## config.mk

```make
export PLATFORM = sky130hd
export DESIGN_NAME = mem_access_unit
export DESIGN_NICKNAME = d
export VERILOG_FILES = /design/src/rtl/mem_access_unit_pkg.sv /design/src/rtl/mem_lane_align.sv /design/src/rtl/mem_access_unit.sv
export SDC_FILE = /design/constraint.sdc
export NUM_CORES = 1
export LEC_CHECK = 0
export ABC_AREA = 0
export ABC_CLOCK_PERIOD_IN_PS = 4400
export BUFFER_PORTS_ARGS = -buffer_cell sky130_fd_sc_hd__buf_2
export CAP_MARGIN = 20
export CELL_PAD_IN_SITES_DETAIL_PLACEMENT = 2
export CELL_PAD_IN_SITES_GLOBAL_PLACEMENT = 2
export CORE_ASPECT_RATIO = 1.2
export CORE_UTILIZATION = 31
export DETAILED_ROUTE_END_ITERATION = 16
export GPL_ROUTABILITY_DRIVEN = 0
export PLACE_DENSITY_LB_ADDON = 0.05
export SLEW_MARGIN = 20
export SYNTH_ARGS = -nofsm -noshare
export SYNTH_HDL_FRONTEND = slang
export SYNTH_SLANG_ARGS = --single-unit
```

## constraint.sdc

```tcl
create_clock -name Clock -period 4.4 [get_ports Clock]
set_input_delay 0.22 -clock Clock [delete_from_list [all_inputs] [get_ports Clock]]
set_output_delay 0.22 -clock Clock [all_outputs]
set_load 0.01 [all_outputs]
```

## src/rtl/mem_access_unit_pkg.sv

```systemverilog
// Shared definitions for the data-RAM access unit: access-size codes,
// FSM state codes, byte-lane geometry and the alignment helper.
package mem_access_unit_pkg;

  // Geometry of one RAM word: four little-endian byte lanes.
  localparam int WORD_BITS = 32;
  localparam int BYTE_BITS = 8;
  localparam int NUM_LANES = 4;
  localparam int LANE_BITS = 2;

  // Request size codes. The code 2'b11 is handled as a word access.
  localparam logic [1:0] SZ_BYTE = 2'b00;
  localparam logic [1:0] SZ_HALF = 2'b01;

  // FSM state codes.
  localparam logic [2:0] ST_IDLE    = 3'd0;
  localparam logic [2:0] ST_READ    = 3'd1;
  localparam logic [2:0] ST_RD_WAIT = 3'd2;
  localparam logic [2:0] ST_WRITE   = 3'd3;
  localparam logic [2:0] ST_DONE    = 3'd4;

  // Both 2'b10 and 2'b11 denote a full-word access.
  function automatic logic is_word(input logic [1:0] size);
    return size[1];
  endfunction

  // Halves must sit on an even byte address, words on a multiple of four.
  function automatic logic is_misaligned(input logic [1:0] size,
                                         input logic [LANE_BITS-1:0] lane);
    logic bad;
    bad = 1'b0;
    if (is_word(size))
      bad = (lane != 2'b00);
    else if (size == SZ_HALF)
      bad = lane[0];
    return bad;
  endfunction

endpackage

```

## src/rtl/mem_lane_align.sv

```systemverilog
// Combinational byte-lane steering for the access unit.
// Load path: pick the addressed byte/half out of the RAM word and
// zero- or sign-extend it. Store path: splice the low bytes of the store
// data into the addressed lanes of the old word, keeping the other lanes.
module mem_lane_align
  import mem_access_unit_pkg::*;
(
  input  logic [1:0]           i_size,
  input  logic [LANE_BITS-1:0] i_lane,
  input  logic                 i_unsigned,
  input  logic [WORD_BITS-1:0] i_rd_word,
  input  logic [WORD_BITS-1:0] i_st_data,
  output logic [WORD_BITS-1:0] o_load_data,
  output logic [WORD_BITS-1:0] o_merged_word
);

  logic [NUM_LANES-1:0] w_lane_en;
  logic [WORD_BITS-1:0] w_st_repl;
  logic [4:0]           w_shift;
  logic [WORD_BITS-1:0] w_shifted;

  // Lane enables and replicated store data; a half uses only addr[1]
  // to pick its lane pair, so an odd half address is never split.
  always_comb begin
    w_lane_en = 4'b1111;
    w_st_repl = i_st_data;
    w_shift   = 5'd0;
    case (i_size)
      SZ_BYTE: begin
        w_lane_en = 4'b0001 << i_lane;
        w_st_repl = {NUM_LANES{i_st_data[7:0]}};
        w_shift   = {i_lane, 3'b000};
      end
      SZ_HALF: begin
        w_lane_en = i_lane[1] ? 4'b1100 : 4'b0011;
        w_st_repl = {2{i_st_data[15:0]}};
        w_shift   = {i_lane[1], 4'b0000};
      end
      default: begin
        w_lane_en = 4'b1111;
        w_st_repl = i_st_data;
        w_shift   = 5'd0;
      end
    endcase
  end

  // Read-modify-write merge, one byte lane at a time.
  generate
    for (genvar gi = 0; gi < NUM_LANES; gi++) begin : g_lane
      assign o_merged_word[gi*BYTE_BITS +: BYTE_BITS] =
        w_lane_en[gi] ? w_st_repl[gi*BYTE_BITS +: BYTE_BITS]
                      : i_rd_word[gi*BYTE_BITS +: BYTE_BITS];
    end
  endgenerate

  assign w_shifted = i_rd_word >> w_shift;

  // Extend the shifted-down load value to a full word.
  always_comb begin
    o_load_data = w_shifted;
    case (i_size)
      SZ_BYTE: o_load_data = {{24{~i_unsigned & w_shifted[7]}}, w_shifted[7:0]};
      SZ_HALF: o_load_data = {{16{~i_unsigned & w_shifted[15]}}, w_shifted[15:0]};
      default: o_load_data = w_shifted;
    endcase
  end

endmodule

```

## src/rtl/mem_access_unit.sv

```systemverilog
// Data-RAM initiator: one load/store at a time over valid/ready, word-
// addressed RAM with a negedge write and a registered (next-cycle) read.
// Sub-word stores are done as read-modify-write.
// Optional feature macro: MEM_MISALIGN_TRAP_EN -- when defined, misaligned
// half/word requests skip the RAM and answer at once with Resp_Fault=1.
module mem_access_unit
  import mem_access_unit_pkg::*;
#(
  parameter int DATA_WIDTH = 32,
  parameter int ADDR_WIDTH = 16
) (
  input  logic                  Clock,
  input  logic                  Reset,
  input  logic                  Req_Valid,
  output logic                  Req_Ready,
  input  logic                  Req_Write,
  input  logic [1:0]            Req_Size,
  input  logic                  Req_Unsigned,
  input  logic [ADDR_WIDTH+1:0] Req_Addr,
  input  logic [DATA_WIDTH-1:0] Req_Data,
  output logic                  Resp_Valid,
  input  logic                  Resp_Ready,
  output logic [DATA_WIDTH-1:0] Resp_Data,
  output logic                  Resp_Fault,
  output logic [ADDR_WIDTH-1:0] Mem_Address,
  output logic [DATA_WIDTH-1:0] Mem_Write_Data,
  output logic                  Mem_Write,
  input  logic [DATA_WIDTH-1:0] Mem_Read_Data
);

  logic [2:0]            r_state;
  logic                  r_write;
  logic [1:0]            r_size;
  logic                  r_unsigned;
  logic [ADDR_WIDTH+1:0] r_addr;
  logic [DATA_WIDTH-1:0] r_wdata;
  logic [DATA_WIDTH-1:0] r_resp_data;
  logic                  r_fault;

  logic [2:0]            w_state_next;
  logic                  w_accept;
  logic                  w_misalign;
  logic                  w_in_done;
  logic                  w_addr_live;
  logic                  w_wr_live;
  logic [DATA_WIDTH-1:0] w_load_data;
  logic [DATA_WIDTH-1:0] w_merged_word;

`ifdef MEM_MISALIGN_TRAP_EN
  assign w_misalign = is_misaligned(Req_Size, Req_Addr[1:0]);
`else
  assign w_misalign = 1'b0;
`endif

  assign Req_Ready = (r_state == ST_IDLE) && Reset;
  assign w_accept  = Req_Valid && Req_Ready;

  // Next-state: word stores go straight to WRITE, everything else reads first.
  always_comb begin
    w_state_next = r_state;
    case (r_state)
      ST_IDLE: begin
        if (w_accept) begin
          if (w_misalign)
            w_state_next = ST_DONE;
          else if (Req_Write && is_word(Req_Size))
            w_state_next = ST_WRITE;
          else
            w_state_next = ST_READ;
        end
      end
      ST_READ:    w_state_next = ST_RD_WAIT;
      ST_RD_WAIT: w_state_next = r_write ? ST_WRITE : ST_DONE;
      ST_WRITE:   w_state_next = ST_DONE;
      ST_DONE:    w_state_next = Resp_Ready ? ST_IDLE : ST_DONE;
      default:    w_state_next = ST_IDLE;
    endcase
  end

  // State register plus request capture and RAM-data capture; reset abandons
  // any in-flight access without producing a response.
  always_ff @(posedge Clock) begin
    if (!Reset) begin
      r_state     <= ST_IDLE;
      r_write     <= 1'b0;
      r_size      <= 2'b00;
      r_unsigned  <= 1'b0;
      r_addr      <= '0;
      r_wdata     <= '0;
      r_resp_data <= '0;
      r_fault     <= 1'b0;
    end else begin
      r_state <= w_state_next;
      case (r_state)
        ST_IDLE: begin
          if (w_accept) begin
            r_write     <= Req_Write;
            r_size      <= Req_Size;
            r_unsigned  <= Req_Unsigned;
            r_addr      <= Req_Addr;
            r_wdata     <= Req_Data;
            r_resp_data <= '0;
            r_fault     <= w_misalign;
          end
        end
        ST_RD_WAIT: begin
          if (r_write)
            r_wdata <= w_merged_word;
          else
            r_resp_data <= w_load_data;
        end
        default: ;
      endcase
    end
  end

  mem_lane_align u_lane_align (
    .i_size        (r_size),
    .i_lane        (r_addr[1:0]),
    .i_unsigned    (r_unsigned),
    .i_rd_word     (Mem_Read_Data),
    .i_st_data     (r_wdata),
    .o_load_data   (w_load_data),
    .o_merged_word (w_merged_word)
  );

  // Outputs are forced to zero while reset is held, even mid-access, so a
  // reset asserted during WRITE kills that cycle's negedge write.
  assign w_in_done   = (r_state == ST_DONE) && Reset;
  assign w_wr_live   = (r_state == ST_WRITE) && Reset;
  assign w_addr_live = Reset && ((r_state == ST_READ) || (r_state == ST_RD_WAIT) ||
                                 (r_state == ST_WRITE));

  assign Resp_Valid     = w_in_done;
  assign Resp_Data      = w_in_done ? r_resp_data : '0;
  assign Resp_Fault     = w_in_done && r_fault;
  assign Mem_Write      = w_wr_live;
  assign Mem_Write_Data = w_wr_live ? r_wdata : '0;
  assign Mem_Address    = w_addr_live ? r_addr[ADDR_WIDTH+1:2] : '0;

endmodule

```

-- Word level (Yosys, flattened, before mapping)
Cells that the tools add are included.
- add/sub/neg operators: 0
- $mul: 0
- div/mod/pow operators: 0
- $lt $le $gt $ge: 0
- eq/ne operators: 13
- shift operators: 2
- multiplexer cells: 23
- bitwise operators: 3
- reduce and logical (&&, ||, !) cells: 17
- operator list (cell ; number):
    $pmux W32 S2 ; 4
    $mux W32 ; 6
    $mux W8 ; 4
    $shr A32 B5 Y32 ; 1
    $mux W16 ; 1
    $pmux W3 S5 ; 1
    $reduce_and A4 Y1 ; 3
    $pmux W5 S2 ; 1
    $mux W3 ; 3
    $ne A2 B2 Y1 const B ; 4
    $ne A4 B4 Y1 const B ; 2
    $pmux W4 S2 ; 1
    $eq A3 B2 Y1 const B ; 2
    $logic_and A1 B1 Y1 ; 6
    $ne A3 B3 Y1 const B ; 2
    $reduce_and A5 Y1 ; 1
    $mux W4 ; 1
    $shl A1 B2 Y4 const A ; 1
    $eq A3 B1 Y1 const B ; 1
    $eq A3 B3 Y1 const B ; 1
    $logic_not A3 Y1 ; 1
    $reduce_and A3 Y1 ; 1
    $and A1 B1 Y1 ; 2
    $eq A2 B1 Y1 const B ; 1
    6 further kinds ; 7
- register bits: 89
- latch bits: 0
- RAM bits: 0
- bits in read-only memories: 0
- bits of input ports: 90
- output and inout port bits: 84
- word-level logic and storage cells: 68
- memories: 0

-- Longest topological paths before layout
Gate-level depths: netlist of run 1.
- depth in word-level cells: 7
- depth in mapped cells: 7
- mapped depth without buffers: 4

-- Modules after synthesis
A second synthesis of run 1 with hierarchy kept.
- cells, all modules: 672
- area total of the unflattened synthesis: 5652.9 µm²
- modules (own cells, without submodules) (module ; instances ; cells an instance ; area each (µm²) ; sequential area each (µm²)):
    mem_access_unit ; 1 ; 476 ; 4291.6 ; 1781.7
    mem_lane_align ; 1 ; 196 ; 1361.3 ; 0.0

-- Worst setup path after synthesis of run 1
OpenSTA, ideal clock, no wires.
- path kind: register to register
- from: register r_size[0]
- to: register r_resp_data[16]
- library setup time: 128 ps
- arrival: 1605 ps
- required time: 4272 ps
- setup slack: 2668 ps
- stages on the path, launching flop included: 6
- path buffers: 1
- period minus slack after synthesis: 1732 ps
- path through: dfxtp_1 > nand2b_4 > mux2_2 > a2111oi_4 > buf_6 > o21ai_1
- longest elaborated chain between the ends: 7
- elaborated cells between the ends (all ways): 9
- those cells by class: eq/ne: 1; shift: 1; mux: 4; bitwise: 2; reduce/logical: 1
- RTL lines (item ; RTL line ; text):
    start: declaration ; mem_access_unit.sv:33 ; logic [1:0] r_size;
    start signal: assignment ; mem_access_unit.sv:98 ; r_size <= Req_Size;
    $eq A2 B1 Y1 or $logic_not A2 Y1 (tied branches) ; mem_lane_align.sv:28, mem_lane_align.sv:61 ;
    $pmux W5 S2 ; mem_lane_align.sv:28 ; case (i_size)
    $shr A32 B5 Y32 ; mem_lane_align.sv:56 ; assign w_shifted = i_rd_word >> w_shift;
    $and A1 B1 Y1 (on tied branches) ; mem_lane_align.sv:63, mem_lane_align.sv:62 ;
    $pmux W32 S2 (*) ; mem_lane_align.sv:61 ; case (i_size)
    $mux W32 (*) ; mem_access_unit.sv:107 ; if (r_write)
    $pmux W32 S2 (*) ; mem_access_unit.sv:94 ; case (r_state)
    end signal: assignment ; mem_access_unit.sv:110 ; r_resp_data <= w_load_data;
    end: declaration ; mem_access_unit.sv:37 ; logic [DATA_WIDTH-1:0] r_resp_data;
Every way passes the cells marked *; elsewhere a longest branch is shown, timed or not. The select of a mux whose other input is x is not followed.
A chain may end at the register's enable or synchronous reset.

-- Worst setup path in the final report of run 1
- from: register r_size[0]
- to: register r_resp_data[27]
Same word-level chain as after synthesis.

==> results of run 1 <==
## registers in the layout (all words and copies together) (netlist names)
register     flops
r_write          1
r_size           2
r_unsigned       1
r_wdata         32
r_resp_data     32
r_addr          18
r_state          3
## per-layer routing
layer / part of all wire / routed length [um]
met3: 0.042 / 825
met2: 0.51 / 10100
met5: 0 / 0
met1: 0.41 / 8180
met4: 0.031 / 618
## layout make-up
type	count	area, um^2
Tap cell	208	260
Timing Repair Buffer	176	891
Sequential cell	89	1780
Inverter	10	37.5
Clock buffer	10	239
Clock inverter	6	52.6
Multi-Input combinational cell	437	2970
Fill cell	1830	9530
## logic make-up after synthesis
family                 share of synthesized area
DFF                                        0.353
AOI/OAI and AO/OA                          0.262
and+or+nand+nor                            0.253
other                                   0.000743
muxes                                     0.0721
buffers and inverters                     0.0595
## cells in the final DEF, fill, tap and decap left out, types with 5 or more instances in the layout
master,instances
o32ai_1,17
nor3_1,8
and2_1,74
a31oi_1,8
inv_1,10
nand2b_1,5
o21ai_0,30
a32oi_1,23
a21oi_1,35
or3_1,8
and3_1,10
dfxtp_1,89
a21boi_0,13
a311oi_1,16
a22o_1,7
mux2_2,16
nand2_1,78
o211ai_1,7
buf_2,172
mux4_1,7
nor2_1,13
nor3b_1,8
o21ai_1,11
clkbuf_16,9
## per-stage QoR
stage          hold WS, ns  utilization  cell area, um^2  power (mW)  setup WS, ns
2_1_floorplan        0.339            -             5050        1.21          2.67
3_3_place_gp         0.439        0.377             5940        1.36          1.83
3_5_place_dp         0.452        0.377             5940        1.38          1.70
4_1_cts              0.102        0.395             6230        2.14          1.64
5_1_grt              0.120        0.395             6230        2.22          1.51
6_report             0.105        0.395             6230        2.13          1.68
## critical path, stage by stage (launching register included)
cell and delay (ns):
dfxtp_1 0.65, nand2b_4 0.33, mux2_2 0.40, a2111oi_4 0.95, o21ai_0 0.23
## worst paths after layout
path	start	endpoint	slack, ns	depth (start not counted)
setup reg to reg	r_size[0]	r_resp_data[27]	1.68	4
hold reg to reg	r_addr[5]	r_addr[5]	0.46	2
hold / removal	Req_Addr[17]	r_addr[17]	0.10	3
setup / recovery	r_size[0]	r_resp_data[27]	1.68	4
## where the power goes
part / total [mW] / switching, mW / internal, mW
sequential: 0.934 / 0.0626 / 0.872
combinational: 0.429 / 0.269 / 0.160
clock: 0.763 / 0.358 / 0.405
==> impl_metrics.ini, run 1 <==
[setup_path]
end_kind = flip-flop
critPathKind = flip-flop to flip-flop
cp.required_ns = 4.59
crit_path_start_kind = flip-flop
critPathMaxFanout = 17
critPathArrivalTime_ns = 2.90

[clocking]
cts_setup_buffers = 0
clkLatencyLatePin_ns = 0.35
cts_sinks = 89
clk_path_buf_depth = 2
numCtsBuffers = 9
ctsResizeCount = 0
root_buffer = clkbuf_16
clk_pin_slew_ns = 0.07
hold_buffers = 0
cts-htree-levels = 3
cts_tree = yes

[grt]
gr-max-usage-layer = met2
grt_max_degree = 45
grt_antenna_before_repair = 0
met3_usage = 0.0378
grt-ovfl-total = 0
grt_pass1_vias = 5580
track_usage = 0.238
grt_first_pass_wirelength_um = 30800
use_met1 = 0.279
grt_use_met2 = 0.425

[cells_and_area]
fin_nets = 813
drive_gt1_frac = 0.309
syn_to_final_growth_pct = 23.4
diodes = 0
fin_cells = 936

[route]
wl_per_cell_um = 21.1
finalWirelength_um = 19700
drtPass1Iterations = 4
drc = 0
ant_nets = 0
drtIter0Drc = 313
num_vias = 5129
drt-vias-per-instance = 5.48

[timing]
fin_worst_skew_ns = 0.00597
tightest_slew_ns = 1.02
finalSetupTns_ns = 0
rsz0062_at_grt = no
setup_viol = 0
clock.fmax_ghz = 0.368
slew_violations = 0
fin_crit_sh = 0.617
period_needed_ns = 2.72
final_hold_viol_count = 0
max-slew-margin-rel = 0.320

[floorplanning]
core_um2 = 15800
start_util = 0.320
io_pins = 174
dieArea_um2 = 16800
rows = 50
fp.dieW_um = 119
dieHeight_um = 142

[synth]
yosys.area.top_type = dfxtp_1
synthFlopType = dfxtp_1
ys_warn_count = 0
synth.area.top_cells = dfxtp_1, and2_1, nand2_1
synthArstFlopShare = 0
synth-edff-count = 0
yosysTopAreaCellShare = 0.353
yosysMostFrequentCell = dfxtp_1
synth_common_cells = dfxtp_1, nand2_1, and2_1
syn_area_um2 = 5050
synthesis.instances = 593
ys_seq_area_frac = 0.353
ys_ff_latch = 89
postSynthNetCount = 683
syn_area_per_cell_um2 = 8.52
ys_types = 56

[hold_path]
hp-class = input port to flip-flop

[status]
outcome = completed

[pwr]
peakVddDrop_v = 0.000189
power_leakage_nw = 2.69
power_density_nw_per_um2 = 341

[placement]
hpwl_um = 15200
dp.cells = 920
io_buffers = 172

[flow_run]
maxCapViolCount = 0
No activity file was read; power rests on OpenSTA's default activity.
==> inputs of run 2 (changes only) <==
ABC_CLOCK_PERIOD_IN_PS = 2200   (was 4400)
CORE_UTILIZATION = 26   (was 31)
clock period = 2.2 ns   (was 4.4 ns; I/O delays follow)
==> impl_metrics.ini, run 2 (synthesis gave the netlist of run 1 again) <==
[status]
outcome = completed

[setup_path]
crit_path_start_kind = flip-flop
crit_path_end = Resp_Data[26]
slowest_delay_ns = 0.46
path_depth = 5
end_kind = output port
worst-path-buf-inv = 2
crit_path_cell_trace = nor2_2 > and3_1 > buf_4 > and2_1 > buf_2
worstReg2RegEnd = r_wdata[11]
cp.required_ns = 2.09
r2r-start = r_state[1]
critPathMaxFanout = 33
reg2reg_depth = 4
critical_path.slowest_cell = dfxtp_1
critPathTopFamily = simple AND/OR/NAND/NOR gates
worstSetupStartpoint = r_state[0]
critPathKind = flip-flop to output port
rrSetupSlack_ns = 0.28
critPathArrivalTime_ns = 1.93

[timing]
max-slew-margin-rel = 0.537
final_hold_viol_count = 0
clock.fmax_ghz = 0.489
fin_worst_skew_ns = 0.0102
tightest_slew_ns = 0.692
period_needed_ns = 2.04
finalSetupTns_ns = 0
setup_viol = 0
fin_crit_sh = 0.929
holdWs_ns = 0.0138
rsz0062_at_grt = no
slew_violations = 0

[clocking]
clk_path_buf_depth = 2
numCtsBuffers = 9
cts-htree-levels = 3
cts_tree = yes
root_buffer = clkbuf_16
cts_sinks = 89
clk_pin_slew_ns = 0.07
clkLatencyLatePin_ns = 0.36
cts_setup_buffers = 0

[cells_and_area]
fin_nets = 854
drive_gt1_frac = 0.329
syn_to_final_growth_pct = 33.1
reg_top3 = r_resp_data: 32 flops, r_wdata: 32 flops, r_addr: 18 flops
layout_commonest_cell = buf_2
final_cell_mix = buf_2, dfxtp_1, nand2_1, and2_1, a21oi_1
diodes = 0

[pwr]
power_density_nw_per_um2 = 681
combPwrFrac = 0.208
pwr-share-clk = 0.384
peakVddDrop_v = 0.000338
power.internal_mw = 3.18
power_leakage_nw = 2.92
p_sw_mw = 1.39
pwr-share-seq = 0.408
switching_share = 0.305

[route]
drtIter0Drc = 242
drc = 0
ant_nets = 0
wl_per_cell_um = 20.2
drtPass1Iterations = 4
finalWirelength_um = 20700
drt-vias-per-instance = 5.11
num_vias = 5239

[grt]
grt_antenna_before_repair = 0
grt_pass1_vias = 5601
grt-ovfl-total = 0
track_usage = 0.213
grt_first_pass_wirelength_um = 32100
grt_max_degree = 44

[floorplanning]
start_util = 0.267
core_um2 = 18900
dieHeight_um = 155
fp.dieW_um = 129
io_pins = 174
rows = 55
dieArea_um2 = 20000

[hold_path]
hp-class = input port to flip-flop

[flow_run]
maxCapViolCount = 0

[placement]
io_buffers = 172
hpwl_um = 16000
==> run 2: metal layers <==
layer,share of wire,track usage,wire (um)
met1,0.44,0.270,9190
met3,0.044,0.0349,901
met5,0,0,0
met2,0.50,0.372,10300
met4,0.015,0.0521,307
==> run 2: worst min path at each step <==
stage | from | to | slack, ns | depth (start not counted)
after global placement | Req_Addr[0] | r_addr[0] | 0.35 | 3
final | Req_Size[1] | r_size[1] | 0.01 | 3
after global routing | Req_Addr[3] | r_addr[3] | 0.01 | 3
after CTS | Req_Size[1] | r_size[1] | 0.001 | 3
after detailed placement | Req_Addr[0] | r_addr[0] | 0.36 | 3
after floorplan | Mem_Read_Data[25] | r_resp_data[25] | 0.23 | 2
==> run 2: worst reg2reg max path, delay by kind of cell, from the launching register on <==
kind             cells  cell delay (ns)
AO/OA/AOI/OAI        2             0.65
flip-flops           1             0.49
AND/OR/NAND/NOR      2             0.68
==> run 2: stage by stage <==
stage | std cells | cell area (um^2) | util | setup WS [ns] | total power, mW
final | 1025 | 6720 | 0.355 | 0.156 | 4.58
after global routing | 1025 | 6720 | 0.355 | 0.0122 | 4.80
after CTS | 1025 | 6710 | 0.355 | 0.0299 | 4.63
after detailed placement | 993 | 6210 | 0.328 | 0.0994 | 2.83
after global placement | 993 | 6210 | 0.328 | 0.282 | 2.80
after floorplan | 593 | 5050 | - | 0.468 | 2.43
==> run 2: repair_timing <==
action / 4_1_cts / 5_1_grt
resized for setup: 1 / 4
endpoints found under the hold margin: 16 / 0
pin swaps: 0 / 0
hold buffers: 16 / 0
endpoints found under the setup margin: 16 / 54
==> run 2: area by class of cell <==
class                   instances  area [um^2]
inverters                      10         37.5
clock inverters                 6         97.6
flip-flops and latches         89         1780
well taps                     256          320
repair buffers                217         1260
clock buffers                  10          239
multi-input cells             437         2980
fillers                      2178        12200
==> run 2: power by group through the flow <==
| stage | registers (mW) | clock network (mW) | logic, mW |
|---|---|---|---|
| 2_1_floorplan | 1.83 | 0 | 0.597 |
| 3_3_place_gp | 1.89 | 0 | 0.903 |
| 3_5_place_dp | 1.90 | 0 | 0.931 |
| 4_1_cts | 1.86 | 1.81 | 0.960 |
| 5_1_grt | 1.88 | 1.88 | 1.04 |
| 6_report | 1.87 | 1.76 | 0.953 |
==> inputs of run 3 (changes only) <==
ABC_CLOCK_PERIOD_IN_PS = 2500   (was 2200)
CORE_UTILIZATION = 31   (was 26)
PLACE_DENSITY = 0.95   (was default)
PLACE_DENSITY_LB_ADDON = default   (was 0.05)
clock period = 2.5 ns   (was 2.2 ns; I/O delays follow)
==> impl_metrics.ini, run 3 (synthesis gave the netlist of run 1 again) <==
[clocking]
hold_buffers = 0
numCtsBuffers = 9
cts_tree = yes
root_buffer = clkbuf_16
clk_path_buf_depth = 2
clk_pin_slew_ns = 0.06
cts_sinks = 89
clkLatencyLatePin_ns = 0.35
cts-htree-levels = 3

[setup_path]
critPathMaxFanout = 16
crit_path_start_kind = flip-flop
critPathKind = flip-flop to flip-flop
cp.required_ns = 2.69
critPathArrivalTime_ns = 2.45
end_kind = flip-flop

[cells_and_area]
syn_to_final_growth_pct = 26.0
design_area_um2 = 6360
final_cell_mix = buf_2, dfxtp_1, nand2_1, and2_1, a21oi_1
reg_top3 = r_resp_data: 32 flops, r_wdata: 32 flops, r_addr: 18 flops
drive_gt1_frac = 0.323
diodes = 0
layout_commonest_cell = buf_2
fin_nets = 829

[route]
finalWirelength_um = 22400
ant_nets = 0
wl_per_cell_um = 23.6
drtPass1Iterations = 4
num_vias = 5324
drtIter0Drc = 362
met2_length_um = 10800
drc = 0
drt-vias-per-instance = 5.60
wl_met3_um = 1270
drt-met1-wl_um = 9110
highest_layer = met4

[grt]
track_usage = 0.270
grt_antenna_before_repair = 0
grt_max_degree = 41
grt_pass1_vias = 5749
grt_first_pass_wirelength_um = 34300
grt-ovfl-total = 0

[placement]
hpwl_um = 16400
io_buffers = 172
place_ws_ns = 0.330
post_dp_cell_area_um2 = 6060

[timing]
rsz0062_at_grt = no
setup_viol = 0
finalSetupTns_ns = 0
fin_ws_ns = 0.235
holdWs_ns = 0.0150
clock.fmax_ghz = 0.442
max-slew-margin-rel = 0.408
final_hold_viol_count = 0
fin_crit_sh = 0.906
period_needed_ns = 2.26
fin_worst_skew_ns = 0.00639
tightest_slew_ns = 0.888
slew_violations = 0

[floorplanning]
rows = 50
core_um2 = 15800
fp.dieW_um = 119
dieHeight_um = 142
io_pins = 174
start_util = 0.320
dieArea_um2 = 16800

[status]
outcome = completed

[pwr]
power_leakage_nw = 2.78
pwr-share-clk = 0.363
p_sw_mw = 1.23
power.internal_mw = 2.67
peakVddDrop_v = 0.000336
combPwrFrac = 0.214
fin_total_pwr_mw = 3.90
power_density_nw_per_um2 = 612
pwr-share-seq = 0.423
switching_share = 0.315

[hold_path]
hp-class = input port to flip-flop

[flow_run]
maxCapViolCount = 0
==> run 3: cell count changes in the layout (fill, tap and decap cells not counted), moves of 2 or more <==
cell,previous run,this run
dlygate4sd3_1,16,0
buf_12,2,0
dfxtp_1,87,89
dfxtp_2,2,0
buf_4,27,20
==> run 3: power by group through the flow <==
stage	logic [mW]	clock network, mW	registers, mW
floorplan	0.525	0	1.61
global placement	0.748	0	1.67
detailed placement	0.804	0	1.67
CTS	0.824	1.44	1.65
global route	0.893	1.50	1.66
finish	0.834	1.41	1.65
==> run 3: metrics by stage <==
step / utilization / std cells
global placement: 0.384 / 936
finish: 0.404 / 951
floorplan: - / 593
detailed placement: 0.384 / 936
CTS: 0.404 / 951
global route: 0.404 / 951
==> run 3: area by class of cell <==
type / instances / area, um^2
Sequential cell: 89 / 1780
Multi-Input combinational cell: 437 / 2970
Tap cell: 208 / 260
Clock buffer: 11 / 253
Timing Repair Buffer: 192 / 1010
Clock inverter: 4 / 51.3
Inverter: 10 / 37.5
Fill cell: 1803 / 9400
==> run 3: worst paths after layout <==
| check | startpoint | endpoint | slack (ns) | depth (start not counted) |
|---|---|---|---|---|
| worst max-delay path | r_size[0] | r_resp_data[29] | 0.24 | 6 |
| worst min-delay path | Req_Addr[8] | r_addr[8] | 0.02 | 3 |
| worst max register to register | r_size[0] | r_resp_data[29] | 0.24 | 6 |
| worst min register to register | r_addr[10] | r_addr[10] | 0.45 | 2 |
==> run 3: what timing repair did <==
action | in CTS | in global routing
setup buffers | 0 | 0
endpoints found under the setup margin | 0 | 16
resized for setup | 0 | 1
==> run 3: routing by layer <==
layer / global-route usage / vias to the layer above
met2: 0.454 / 232
met4: 0.180 / 0
met5: 0 / -
met3: 0.0502 / 70
li1: - / 2448
met1: 0.314 / 2574
==> run 3: worst max-delay path: stages (launching register included) <==
cell       delay, ns
dfxtp_1         0.41
buf_4           0.23
nor3b_4         0.48
nor3b_2         0.16
a2111oi_4       0.40
buf_4           0.29
o21ai_0         0.13
